$ cat src/rtl/seg7_scan_ctrl.sv
// Scan scheduler for a 4-digit multiplexed 7-segment display.
// Time-shares the segment bus across four digits, decodes hex nibbles,
// inserts an all-deselected guard at the start of every digit slot,
// applies PWM brightness and leading-zero suppression, and swaps in new
// display data only at frame boundaries so a frame never mixes old and new digits.
//
// Ports:
//   i_clk, i_rst      clock, synchronous active-high reset
//   i_value[15:0]     four hex nibbles, [3:0] = digit0 (rightmost)
//   i_dp[3:0]         decimal point per digit, 1 = lit
//   i_blank[3:0]      per-digit blank, 1 = dark (segments and dp)
//   i_lzs             leading-zero suppression enable
//   i_bright[3:0]     brightness, duty = (i_bright+1)/16 of post-guard slot (live)
//   i_load            capture request for value/dp/blank/lzs
//   o_load_ack        1-cycle pulse when captured data becomes visible
//   o_frame           1-cycle pulse as the digit0 slot begins
//   o_seg7[6:0]       segments {g,f,e,d,c,b,a}, active-low
//   o_dp              decimal point, active-low
//   o_seg7_nSel[3:0]  digit select, active-low, at most one bit low
module seg7_scan_ctrl #(
    parameter int unsigned SCAN_DIV = 4096,
    parameter int unsigned GUARD    = 16
) (
    input  logic        i_clk,
    input  logic        i_rst,
    input  logic [15:0] i_value,
    input  logic [3:0]  i_dp,
    input  logic [3:0]  i_blank,
    input  logic        i_lzs,
    input  logic [3:0]  i_bright,
    input  logic        i_load,
    output logic        o_load_ack,
    output logic        o_frame,
    output logic [6:0]  o_seg7,
    output logic        o_dp,
    output logic [3:0]  o_seg7_nSel
);

    localparam int unsigned CNT_W = $clog2(SCAN_DIV);

    typedef struct packed {
        logic [15:0] value;
        logic [3:0]  dp;
        logic [3:0]  blank;
        logic        lzs;
    } disp_t;

    localparam disp_t DISP_RESET = '{value: 16'h0000, dp: 4'h0, blank: 4'hF, lzs: 1'b0};

    logic [CNT_W-1:0] slot_cnt;
    logic [1:0]       digit;
    logic             pending;
    disp_t            shadow;
    disp_t            visible;

    disp_t            load_in;
    logic             slot_wrap;
    logic             frame_wrap;
    logic [3:0]       pwm;
    logic             lit;
    logic [3:0]       nibble;
    logic             suppress;
    logic [6:0]       seg_nxt;
    logic             dp_nxt;
    logic [3:0]       nsel_nxt;

    // Active-low hex segment patterns {g,f,e,d,c,b,a}.
    function automatic logic [6:0] hex_to_seg(input logic [3:0] n);
        logic [6:0] s;
        case (n)
            4'h0: s = 7'h40;
            4'h1: s = 7'h79;
            4'h2: s = 7'h24;
            4'h3: s = 7'h30;
            4'h4: s = 7'h19;
            4'h5: s = 7'h12;
            4'h6: s = 7'h02;
            4'h7: s = 7'h78;
            4'h8: s = 7'h00;
            4'h9: s = 7'h10;
            4'hA: s = 7'h08;
            4'hB: s = 7'h03;
            4'hC: s = 7'h46;
            4'hD: s = 7'h21;
            4'hE: s = 7'h06;
            default: s = 7'h0E;
        endcase
        return s;
    endfunction

    // Capture bundle and scan position decode.
    always_comb begin
        load_in.value = i_value;
        load_in.dp    = i_dp;
        load_in.blank = i_blank;
        load_in.lzs   = i_lzs;
        slot_wrap     = (slot_cnt == CNT_W'(SCAN_DIV - 1));
        frame_wrap    = slot_wrap && (digit == 2'd3);
        pwm           = slot_cnt[CNT_W-1 -: 4];
        lit           = (slot_cnt >= CNT_W'(GUARD)) && (pwm <= i_bright);
        nibble        = visible.value[{digit, 2'b00} +: 4];
    end

    // A digit is suppressed when it and every higher nibble are zero; digit0 never.
    always_comb begin
        logic z3, z2, z1;
        z3       = (visible.value[15:12] == 4'h0);
        z2       = z3 && (visible.value[11:8] == 4'h0);
        z1       = z2 && (visible.value[7:4] == 4'h0);
        suppress = 1'b0;
        case (digit)
            2'd3:    suppress = z3;
            2'd2:    suppress = z2;
            2'd1:    suppress = z1;
            default: suppress = 1'b0;
        endcase
        suppress = suppress && visible.lzs;
    end

    // Next pin values; a blanked digit is also deselected so it stays fully dark.
    always_comb begin
        seg_nxt  = 7'h7F;
        dp_nxt   = 1'b1;
        nsel_nxt = 4'hF;
        if (lit && !visible.blank[digit]) begin
            nsel_nxt = ~(4'b0001 << digit);
            dp_nxt   = ~visible.dp[digit];
            seg_nxt  = suppress ? 7'h7F : hex_to_seg(nibble);
        end
    end

    // Scan counters, load handshake and registered pins.
    always_ff @(posedge i_clk) begin
        if (i_rst) begin
            slot_cnt    <= '0;
            digit       <= 2'd0;
            pending     <= 1'b0;
            shadow      <= DISP_RESET;
            visible     <= DISP_RESET;
            o_load_ack  <= 1'b0;
            o_frame     <= 1'b0;
            o_seg7      <= 7'h7F;
            o_dp        <= 1'b1;
            o_seg7_nSel <= 4'hF;
        end else begin
            slot_cnt    <= slot_cnt + CNT_W'(1);
            o_frame     <= frame_wrap;
            o_load_ack  <= 1'b0;
            o_seg7      <= seg_nxt;
            o_dp        <= dp_nxt;
            o_seg7_nSel <= nsel_nxt;
            if (slot_wrap) begin
                digit <= digit + 2'd1;
            end
            if (i_load) begin
                shadow  <= load_in;
                pending <= 1'b1;
            end
            // A load on the boundary cycle itself bypasses the shadow.
            if (frame_wrap) begin
                pending    <= 1'b0;
                o_load_ack <= i_load || pending;
                if (i_load) begin
                    visible <= load_in;
                end else if (pending) begin
                    visible <= shadow;
                end
            end
        end
    end

endmodule

$ cat config.mk
export PLATFORM = sky130hd
export DESIGN_NAME = seg7_scan_ctrl
export DESIGN_NICKNAME = d
export VERILOG_FILES = /design/src/rtl/seg7_scan_ctrl.sv
export SDC_FILE = /design/constraint.sdc
export NUM_CORES = 1
export LEC_CHECK = 0
export BUFFER_PORTS_ARGS = -buffer_cell sky130_fd_sc_hd__buf_2
export CORE_ASPECT_RATIO = 2
export CORE_UTILIZATION = 61
export DETAILED_ROUTE_END_ITERATION = 10
export HOLD_SLACK_MARGIN = 0.05
export PLACE_DENSITY = 0.82
export SYNTH_ARGS = -nofsm -noshare
export SYNTH_HDL_FRONTEND = slang
export SYNTH_SLANG_ARGS = --single-unit
$ cat constraint.sdc
create_clock -name i_clk -period 3.15 [get_ports i_clk]
set_clock_uncertainty 0.1 [all_clocks]
set_input_delay 0.63 -clock i_clk [delete_from_list [all_inputs] [get_ports i_clk]]
set_output_delay 0.63 -clock i_clk [all_outputs]
set_load 0.01 [all_outputs]
==> results of run 1 <==
registers in the layout, indices dropped and copies added (netlist names):
| signal | cells |
|---|---|
| visible | 25 |
| o_frame | 1 |
| o_dp | 1 |
| shadow | 25 |
| o_seg7 | 7 |
| pending | 1 |
| o_seg7_nSel | 4 |
| slot_cnt | 12 |
| digit | 2 |
| o_load_ack | 1 |
power by group:
part	internal [W]	switching [W]
clock	0.000324	0.000342
combinational	0.0000449	0.0000496
sequential	0.00102	0.00000907
total	0.00139	0.000401
worst paths after layout:
kind | to | depth (start not counted)
max | o_seg7[5]$_SDFF_PP1_ | 7
min | slot_cnt[0]$_SDFF_PP0_ | 1
max reg2reg | o_seg7[5]$_SDFF_PP1_ | 7
min reg2reg | slot_cnt[0]$_SDFF_PP0_ | 1
logic make-up after synthesis:
kind of cell | count (synthesis) | synth area share
AOI/OAI and AO/OA | 45 | 0.08181
buffers and inverters | 33 | 0.04664
muxes | 36 | 0.1216
xor gates and xnor gates | 11 | 0.02763
DFF | 79 | 0.4535
adders and majority gates | 17 | 0.06100
and+or+nand+nor | 147 | 0.2078
per-stage QoR:
step                        util  instance area (um^2)  worst slack, ns
after floorplan                -                  3487           0.9923
after global placement    0.6787                  3711           0.7926
after detailed placement  0.6787                  3711           0.6937
after CTS                 0.7108                  3886           0.6604
after global routing      0.7108                  3886           0.4469
final                     0.7108                  3886           0.6179
worst max-delay path: cells and delay by family (launching register included):
family | cells | cell delay [ns]
AO/OA/AOI/OAI | 2 | 0.28
adder cells (fa/ha/maj) | 1 | 0.18
buffers and inverters | 1 | 0.16
flip-flops | 1 | 0.75
multiplexers | 1 | 0.66
AND/OR/NAND/NOR | 2 | 0.24
cells in the final DEF (no fill, tap or decap), types with 9 or more instances in the layout:
| master | synthesis | final |
|---|---|---|
| buf_2 | 4 | 45 |
| inv_1 | 15 | 15 |
| nand2_1 | 31 | 31 |
| nand2b_1 | 21 | 21 |
| o21ai_0 | 18 | 18 |
| dfxtp_1 | 79 | 79 |
| nand3_1 | 11 | 11 |
| clkbuf_8 | 0 | 11 |
| nor2_1 | 46 | 46 |
| mux2i_1 | 30 | 30 |
| ha_1 | 17 | 17 |
| a21oi_1 | 9 | 9 |
| nor3_1 | 12 | 12 |
per-layer routing:
| layer | global-route usage | wire length, um | share of wire | vias up |
|---|---|---|---|---|
| li1 | - | - | - | 1332 |
| met1 | 0.2643 | 2578 | 0.37 | 1243 |
| met2 | 0.4639 | 3697 | 0.54 | 68 |
| met3 | 0.05101 | 262 | 0.038 | 22 |
| met4 | 0.1625 | 352 | 0.051 | 0 |
| met5 | 0 | 0 | 0 | - |
layout make-up:
type | instances | area share
repair buffers | 49 | 0.06568
clock buffers | 12 | 0.03992
clock inverters | 4 | 0.005151
inverters | 15 | 0.01449
flip-flops and latches | 79 | 0.4070
well taps | 60 | 0.01932
multi-input cells | 256 | 0.4485
==> metrics.md, run 1 <==
| Metric | Value |
|---|---|
| FILL cells | 437 |
| Leak pwr | 1.539 nW |
| Crit path launch type | register |
| Share of the synthesized area in the top cell type | 0.4535 |
| P&R area growth vs syn | 11.45% |
| Placed Cells | 459 |
| Fin. max-slew vios | 0 |
| Post-Synthesis Net Count | 417 |
| Postcts setup bufs | 0 |
| Boundary Pins | 46 |
| Clock Path Buffers | 2 |
| Vias in the first global route | 2573 |
| Nets | around 460 |
| Grt ovf | 0 |
| Max-cap violation count | 0 |
| CTS Hold Bufs | 0 |
| Outcome | completed |
| Initial core utilization | 0.6378 |
| Hpwl dp | 5.005 mm |
| Die ar. | between 6000 and 7000 um^2 |
| Drt wl/cell | 14.51 um |
| Share of layout cells above drive strength 1 | 0.2000 |
| Routed Antenna Nets | 0 |
| Crit path time final | between 2 and 3 ns |
| Hold slack | 0.3822 ns |
| WL final | 6.890 mm |
| TritonCTS buffer count | 9 |
| Area leader, netlist | dfxtp_1 |
| Peak VDD IR | 0.4783 mV |
| Fin crit share | 0.8038 |
| Crit-path max FO | 13 |
| Via count | 2665 |
| Antenna fix cells | 0 |
| Multi-input logic area | 1743 um^2 |
| Max-slew headroom | 0.5501 |
| Hold Path Class | register to register |
| Synthesized area | 3487 um^2 |
| Gpl congestion | 0.9359 |
| Die W | ~55 um |
| Largest net degree at the start of global routing | 47 |
| Starting DRT DRC Count | 82 |
| Setup TNS | 0 ns |
| Clk Latency, worst-skew pair | 0.36 ns |
| I/O Buffers | 45 |
| Flop2flop setup slack | 0.62 ns |
| WP data required | 3.25 ns |
| Worst-margin pin slew | 0.6741 ns |
| #FFs+latches synth | 79 |
| Worst flop-to-flop path startpoint | digit[0]$_SDFFE_PP0N_ |
| Synth top area cells | dfxtp_1 (45%), mux2i_1 (8.6%), ha_1 (6.1%) |
| Slowest stage delay, CP | 0.75 ns |
| CP Class | register to register |
| EDFF count, synth | 0 |
| Vias/cell | 5.611 |
| CP Data Arrival Time | ~2.6 ns |
| CTS resizes | 0 |
| DRC violations left | 0 |
| CORE AREA | 5468 um^2 |
| Worst Setup End Kind | register |
| Final setup viols | 0 |
| Ys flop type | dfxtp_1 |
| Critical Path Start | digit[0]$_SDFFE_PP0N_ |
| TritonCTS Sinks | between 70 and 80 |
| Synthesized area per cell | roughly 9.5 um^2 |
| Clock slew at reported path FFs | approximately 0.070 ns |
| Synth cell count leaders | dfxtp_1 (79), nor2_1 (46), nand2_1 (31) |
| Netlist cell types | 38 |
| Fin. Hold Viols | 0 |
| Post-Layout Cell Count | 475 |
| Ys async rst share | 0 |
| First-pass GRT wire length | roughly 12 mm |
| Max frequency | ~0.39 GHz |
| RSZ-0062 raised after global routing | no |
| CTS tree | done |
| Register area share after synthesis | 0.4535 |
| FF/Latch Area | 1582 um^2 |
| H-Tree Depth | 3 |
| Pwr dens | 460.9 nW/um^2 |
| Most common cell in the netlist | dfxtp_1 |
| Initial antenna violation count | 0 |
| Synth Warn # | 0 |
| CP max-delay cell | dfxtp_1 |
| Synthesized instance count | 368 |
| Total power | 0.001791 W |
| Gr usage total | 0.2556 |
| Rows | 38 |
| Die H | 108.9 um |
| CP cell instances | mux4_2 -> inv_1 -> ha_1 -> or2_2 -> a21oi_1 -> a21oi_1 -> nand3_1 |
| Hold path startpoint | slot_cnt[0]$_SDFF_PP0_ |
| CTS Root Cell | clkbuf_8 |
| First-pass detailed-route iteration total | 4 |
| Most Frequent Cell on Critical Path | a21oi_1 |
(Power assumes the default switching activity.)
==> inputs of run 2 (changes only) <==
Settings changed: CORE_UTILIZATION 61 to 51, PLACE_DENSITY 0.82 to 0.73.
Clock period 3.15 ns to 2.15 ns, I/O delays scaled along.
==> run 2 against run 1 <==
Net effect: critical path depth fell by 1; fmax grew 26%; core utilization is 8.8 points lower; combinational power rose by 51%; largest cell class unchanged.
==> metrics.md, run 2 (same netlist as run 1, synthesis figures left out) <==
| Metric | Value |
|---|---|
| CP Data Arrival Time | ~2.2 ns |
| Hpwl dp | 5.053 mm |
| Most common cell after layout, fill and taps aside | dfxtp_1 |
| CTS tree | done |
| Max frequency | around 0.5 GHz |
| I/O Buffers | 45 |
| Initial antenna violation count | 0 |
| Share of layout cells above drive strength 1 | 0.2217 |
| Flop2flop setup slack | between 0.1 and 0.15 ns |
| Clock Path Buffers | 2 |
| TritonCTS buffer count | 9 |
| Fin. Hold Viols | 0 |
| H-Tree Depth | 3 |
| DP Area | 3806 um^2 |
| Gr usage total | 0.2188 |
| Pwr dens | between 700 and 800 nW/um^2 |
| Power Internal | 0.002469 W |
| Gate power share | 0.046 |
| Drt wl/cell | 13.55 um |
| Starting DRT DRC Count | 116 |
| Worst flop-to-flop path startpoint | digit[0]$_SDFFE_PP0N_ |
| Leak pwr | roughly 1.6 nW |
| Die W | 60.47 um |
| Commonest non-fill, non-tap cells in the layout | dfxtp_1 (79), nor2_1 (46), buf_2 (45) |
| Finished layout cell area | 4121 um^2 |
| Multi-input logic area | 1748 um^2 |
| Routed Antenna Nets | 0 |
| Worst-margin pin slew | 0.6243 ns |
| Clock slew at reported path FFs | roughly 0.060 ns |
| Max-cap violation count | 0 |
| Largest registers | shadow: 25 flops, visible: 25 flops, slot_cnt: 12 flops |
| Fin crit share | 0.9354 |
| Fin. max-slew vios | 0 |
| DRC violations left | 0 |
| Setup TNS | 0 ns |
| Clk Latency, worst-skew pair | 0.34 ns |
| Gpl congestion | 0.8566 |
| Die ar. | 7192 um^2 |
| Worst reg-to-reg path cell count | 6 |
| Sw Ratio | 0.2075 |
| CP Class | register to register |
| Crit-path max FO | 11 |
| Share of total power in the clock network | 0.469 |
| Largest net degree at the start of global routing | 28 |
| FF/Latch Area | ~1600 um^2 |
| Via count | 2632 |
| Psw | 0.0006464 W |
| Nets | 468 |
| CTS Hold Bufs | 0 |
| Outcome | completed |
| CORE AREA | 6621 um^2 |
| Crit path launch type | register |
| Reg-to-Reg End | o_seg7[6]$_SDFF_PP1_ |
| P&R area growth vs syn | 18.19% |
| Crit path time final | 2.011 ns |
| Postcts setup bufs | 0 |
| FILL cells | 593 |
| Hold Path Class | input pin to register |
| Sequential power share | 0.485 |
| Vias/cell | 5.141 |
| CTS Root Cell | clkbuf_16 |
| TritonCTS Sinks | 79 |
| Vias in the first global route | 2643 |
| Die H | 118.9 um |
| First-pass GRT wire length | 11.71 mm |
| Initial core utilization | 0.5266 |
| Peak VDD IR | 0.7553 mV |
| Antenna fix cells | 0 |
| First-pass detailed-route iteration total | 5 |
| Grt ovf | 0 |
| Placed Cells | 495 |
| Post-Layout Cell Count | 512 |
| Rows | between 40 and 50 |
| Max-slew headroom | 0.5719 |
| Boundary Pins | 46 |
| Final setup viols | 0 |
| WHS Path Cells | 2 |
| WP data required | 2.33 ns |
| Hold path startpoint | i_blank[3] |
| WL final | 6.938 mm |
| Hold path endpoint | shadow[4]$_SDFFE_PP1P_ |
| Worst Setup End Kind | register |
| RSZ-0062 raised after global routing | no |
## run 2: cell count changes in the layout (fill, tap and decap cells not counted), sizes merged
| cell | change |
|---|---|
| buf | +9 |
| clkbuf | +1 |
| clkinv | -1 |
## run 2: how the worst max path moves through the flow
stage	startpoint	end	depth (start not counted)
2_1_floorplan	digit[0]$_SDFFE_PP0N_	o_seg7[4]$_SDFF_PP1_	9
3_3_place_gp	digit[0]$_SDFFE_PP0N_	o_seg7[6]$_SDFF_PP1_	6
3_5_place_dp	slot_cnt[0]$_SDFF_PP0_	visible[19]$_SDFFE_PP0P_	6
4_1_cts	slot_cnt[0]$_SDFF_PP0_	visible[19]$_SDFFE_PP0P_	6
5_1_grt	slot_cnt[0]$_SDFF_PP0_	visible[4]$_SDFFE_PP1P_	6
6_report	digit[0]$_SDFFE_PP0N_	o_seg7[6]$_SDFF_PP1_	6
## run 2: final cells by class
class	count	share of cell area
inverter	15	0.01366
multi-input combinational	256	0.4241
timing repair buffer	58	0.08015
clock buffer	13	0.06800
sequential	79	0.3837
clock inverter	3	0.003643
tap	88	0.02672
## run 2: layer usage
| layer | GRT usage | up-vias | wire length [um] |
|---|---|---|---|
| li1 | - | 1355 | - |
| met1 | 0.2341 | 1206 | 2748 |
| met2 | 0.3674 | 54 | 3700 |
| met3 | 0.05972 | 17 | 236 |
| met4 | 0.1250 | 0 | 252 |
| met5 | 0 | - | 0 |
## run 2: power by group through the flow
stage               Clock, W  Combinational (W)  Sequential, W
global placement           0           0.000141        0.00154
detailed placement         0           0.000145        0.00154
global route         0.00156           0.000161        0.00151
finish               0.00146           0.000143        0.00151
floorplan                  0          0.0000935        0.00154
CTS                  0.00149           0.000146        0.00151
## run 2: what timing repair did
item | in CTS | in global routing
resized for setup | 0 | 5
endpoints found under the setup margin | 0 | 15
endpoints found under the hold margin | 0 | 0
## run 2: worst max-delay path, cell delays in order, from the launching register on
cell     delay, ns
dfxtp_1       0.41
buf_4         0.20
mux4_2        0.63
or2_2         0.32
a21oi_1       0.16
a21oi_1       0.06
nand3_1       0.07
## run 2: per-stage QoR
step                utilization  total power [W]  hold WS, ns  worst slack [ns]
finish                   0.6224         0.003115       0.2262            0.1388
CTS                      0.6194         0.003142       0.2249            0.1214
detailed placement       0.5748         0.001688       0.3676            0.1386
floorplan                     -         0.001633       0.3412           0.07057
global route             0.6224         0.003238       0.2304           0.01015
global placement         0.5748         0.001682       0.3542            0.1880
==> inputs of run 3 (changes only) <==
Settings changed: GPL_ROUTABILITY_DRIVEN set to 0, SETUP_SLACK_MARGIN set to 0.4.
Clock period 2.15 ns to 1.7 ns, I/O delays scaled along.
==> run 3 against run 2 <==
Net effect: the flow now finishes with violations (negative setup slack); critical path depth is 2 higher; via count is 21% higher; count of clock-buffer cells in the layout is 2 lower; die area stayed put; final cell count is 13% higher; combinational power is 59% higher; total power is 35% higher; critical endpoint is now o_seg7[4]$_SDFF_PP1_; global-route usage is 8.3 points higher; first-iteration DRC count is 54% higher.
==> metrics.md, run 3 (same netlist as run 1, synthesis figures left out) <==
| Metric | Value |
|---|---|
| CORE AREA | 6621 um^2 |
| Max-slew headroom | 0.6780 |
| Fin. max-slew vios | 0 |
| CTS Root Cell | clkbuf_16 |
| First-pass detailed-route iteration total | 5 |
| Max-cap violation count | 0 |
| Boundary Pins | 46 |
| Die W | 60.47 um |
| Finished layout cell area | 5280 um^2 |
| Via count | roughly 3200 |
| Worst-margin pin slew | 0.4737 ns |
| Hpwl dp | 5.677 mm |
| Most common cell after layout, fill and taps aside | dfxtp_1 |
| Crit path time final | just under 2 ns |
| CP Class | register to register |
| Post-Layout Cell Count | 579 |
| Fin. Hold Viols | 0 |
| Rows | between 40 and 50 |
| Slowest stage delay, CP | 0.59 ns |
| Crit path launch type | register |
| Outcome | finished, violations left |
| Share of layout cells above drive strength 1 | 0.4725 |
| Core Util, Final | 0.7974 |
| Pwr dens | 797.8 nW/um^2 |
| Final setup margin | -0.2870 ns |
| TritonCTS buffer count | 9 |
| Largest registers | shadow: 25 flops, visible: 25 flops, slot_cnt: 12 flops |
| TritonCTS Sinks | 79 |
| Antenna fix cells | 0 |
| Fin crit share | 1.169 |
| Initial core utilization | 0.5266 |
| WL final | 10.71 mm |
| Leak pwr | between 2 and 2.5 nW |
| CP cell instances | mux4_2 -> inv_2 -> ha_4 -> inv_2 -> mux2i_2 -> nor2_1 -> a31oi_1 -> nand3_1 |
| Crit-path max FO | 7 |
| Crit path max-delay family | multiplexers |
| Clock Path Buffers | 2 |
| Gr usage total | 0.3018 |
| Flop2flop setup slack | -0.29 ns |
| Clock slew at reported path FFs | 0.06 ns |
| Worst setup path end | o_seg7[4]$_SDFF_PP1_ |
| Largest net degree at the start of global routing | 30 |
| First-pass GRT wire length | 15.93 mm |
| Vias/cell | 5.516 |
| Vias in the first global route | 3347 |
| Reg-to-Reg End | o_seg7[4]$_SDFF_PP1_ |
| Initial antenna violation count | 0 |
| Commonest non-fill, non-tap cells in the layout | dfxtp_1 (66), buf_4 (50), buf_2 (45) |
| Hold Path Class | input pin to register |
| WP data required | 1.82 ns |
| Worst reg-to-reg path cell count | 8 |
| Cell depth of the worst setup path | 8 |
| Worst Path Buf+Inv | 2 |
| Peak VDD IR | 0.9338 mV |
| DRC violations left | 0 |
| Die ar. | 7192 um^2 |
| Worst Setup End Kind | register |
| Critical Path Start | digit[0]$_SDFFE_PP0N_ |
| Clk Latency, worst-skew pair | 0.34 ns |
| Routed Antenna Nets | 0 |
| DP Area | 4222 um^2 |
| Drt wl/cell | approximately 19 um |
| Grt ovf | 0 |
| Die H | 118.9 um |
| Max frequency | about 0.5 GHz |
| I/O Buffers | 45 |
| CP Data Arrival Time | 2.11 ns |
| Placed Cells | ~530 |
| CTS tree | done |
| Starting DRT DRC Count | approximately 180 |
| Worst flop-to-flop path startpoint | digit[0]$_SDFFE_PP0N_ |
| Nets | 535 |
| P&R area growth vs syn | 51.42% |
| RSZ-0062 raised after global routing | yes |
| H-Tree Depth | 3 |
| CP max-delay cell | mux4_2 |
| Final setup viols | 38 |
| Most Frequent Cell on Critical Path | inv_2 |
| Failing checks | negative setup slack |
-- run 3: cell types whose count changed in the layout (fill, tap and decap cells not counted), moves of 6 or more --
cell / change
buf_6: +16
nand2_4: +9
nor3_2: +6
o21ai_0: -13
buf_4: +39
dfxtp_1: -13
dfxtp_2: +10
o21ai_2: +12
nor3_1: -10
nand2_1: -13
-- run 3: metal layers --
layer  vias to the layer above  track usage  share of wire
met5                         -            0              0
met4                         0       0.1662          0.063
met3                        52      0.06406          0.040
met2                       121       0.5385           0.56
met1                      1534       0.3059           0.34
li1                       1487            -              -
-- run 3: layout make-up --
class	instances	area (um^2)
multi-input cells	257	2126
flip-flops and latches	79	1605
fillers	396	1341
repair buffers	124	1056
clock buffers	11	242.7
well taps	88	110.1
clock inverters	5	81.33
inverters	15	58.81
-- run 3: report_power, final --
part | internal [W] | leakage (nW) | total, W | switching [W]
Clock | 0.00133 | 0.156 | 0.00208 | 0.000753
Sequential | 0.00189 | 0.650 | 0.00191 | 0.0000161
Combinational | 0.000107 | 1.46 | 0.000227 | 0.000120
-- run 3: what timing repair did --
item                                    CTS  global route
setup buffers                            15             7
endpoints found under the setup margin   49            49
gates resized for setup                  58            42
hold buffers                              0             0
gates cloned                              7             0
pin swaps                                16            10
-- run 3: worst min path at each step --
stage | from | to | depth (start not counted)
6_report | i_blank[0] | shadow[1]$_SDFFE_PP1P_ | 2
2_1_floorplan | slot_cnt[0]$_SDFF_PP0_ | slot_cnt[0]$_SDFF_PP0_ | 1
5_1_grt | i_blank[0] | shadow[1]$_SDFFE_PP1P_ | 2
3_5_place_dp | visible[12]$_SDFFE_PP0P_ | visible[12]$_SDFFE_PP0P_ | 2
4_1_cts | i_blank[0] | shadow[1]$_SDFFE_PP1P_ | 2
3_3_place_gp | visible[7]$_SDFFE_PP0P_ | visible[7]$_SDFFE_PP0P_ | 2
-- run 3: stage by stage --
stage	hold slack, ns	TNS [ns]	setup WS, ns	total power (W)
after floorplan	0.3445	-4.646	-0.2407	0.002071
after global placement	0.3623	-2.834	-0.1450	0.002147
after detailed placement	0.3729	-4.052	-0.1832	0.002158
after CTS	0.1419	-3.243	-0.1861	0.004212
after global routing	0.1624	-8.835	-0.3295	0.004327
final	0.1429	-6.949	-0.2870	0.004213
-- run 3: worst reg2reg max path, cell delays in order, from the launching register on --
cell	delay [ns]
dfxtp_4	0.39
mux4_2	0.59
inv_2	0.14
ha_4	0.14
inv_2	0.04
mux2i_2	0.18
nor2_1	0.07
a31oi_1	0.15
nand3_1	0.08
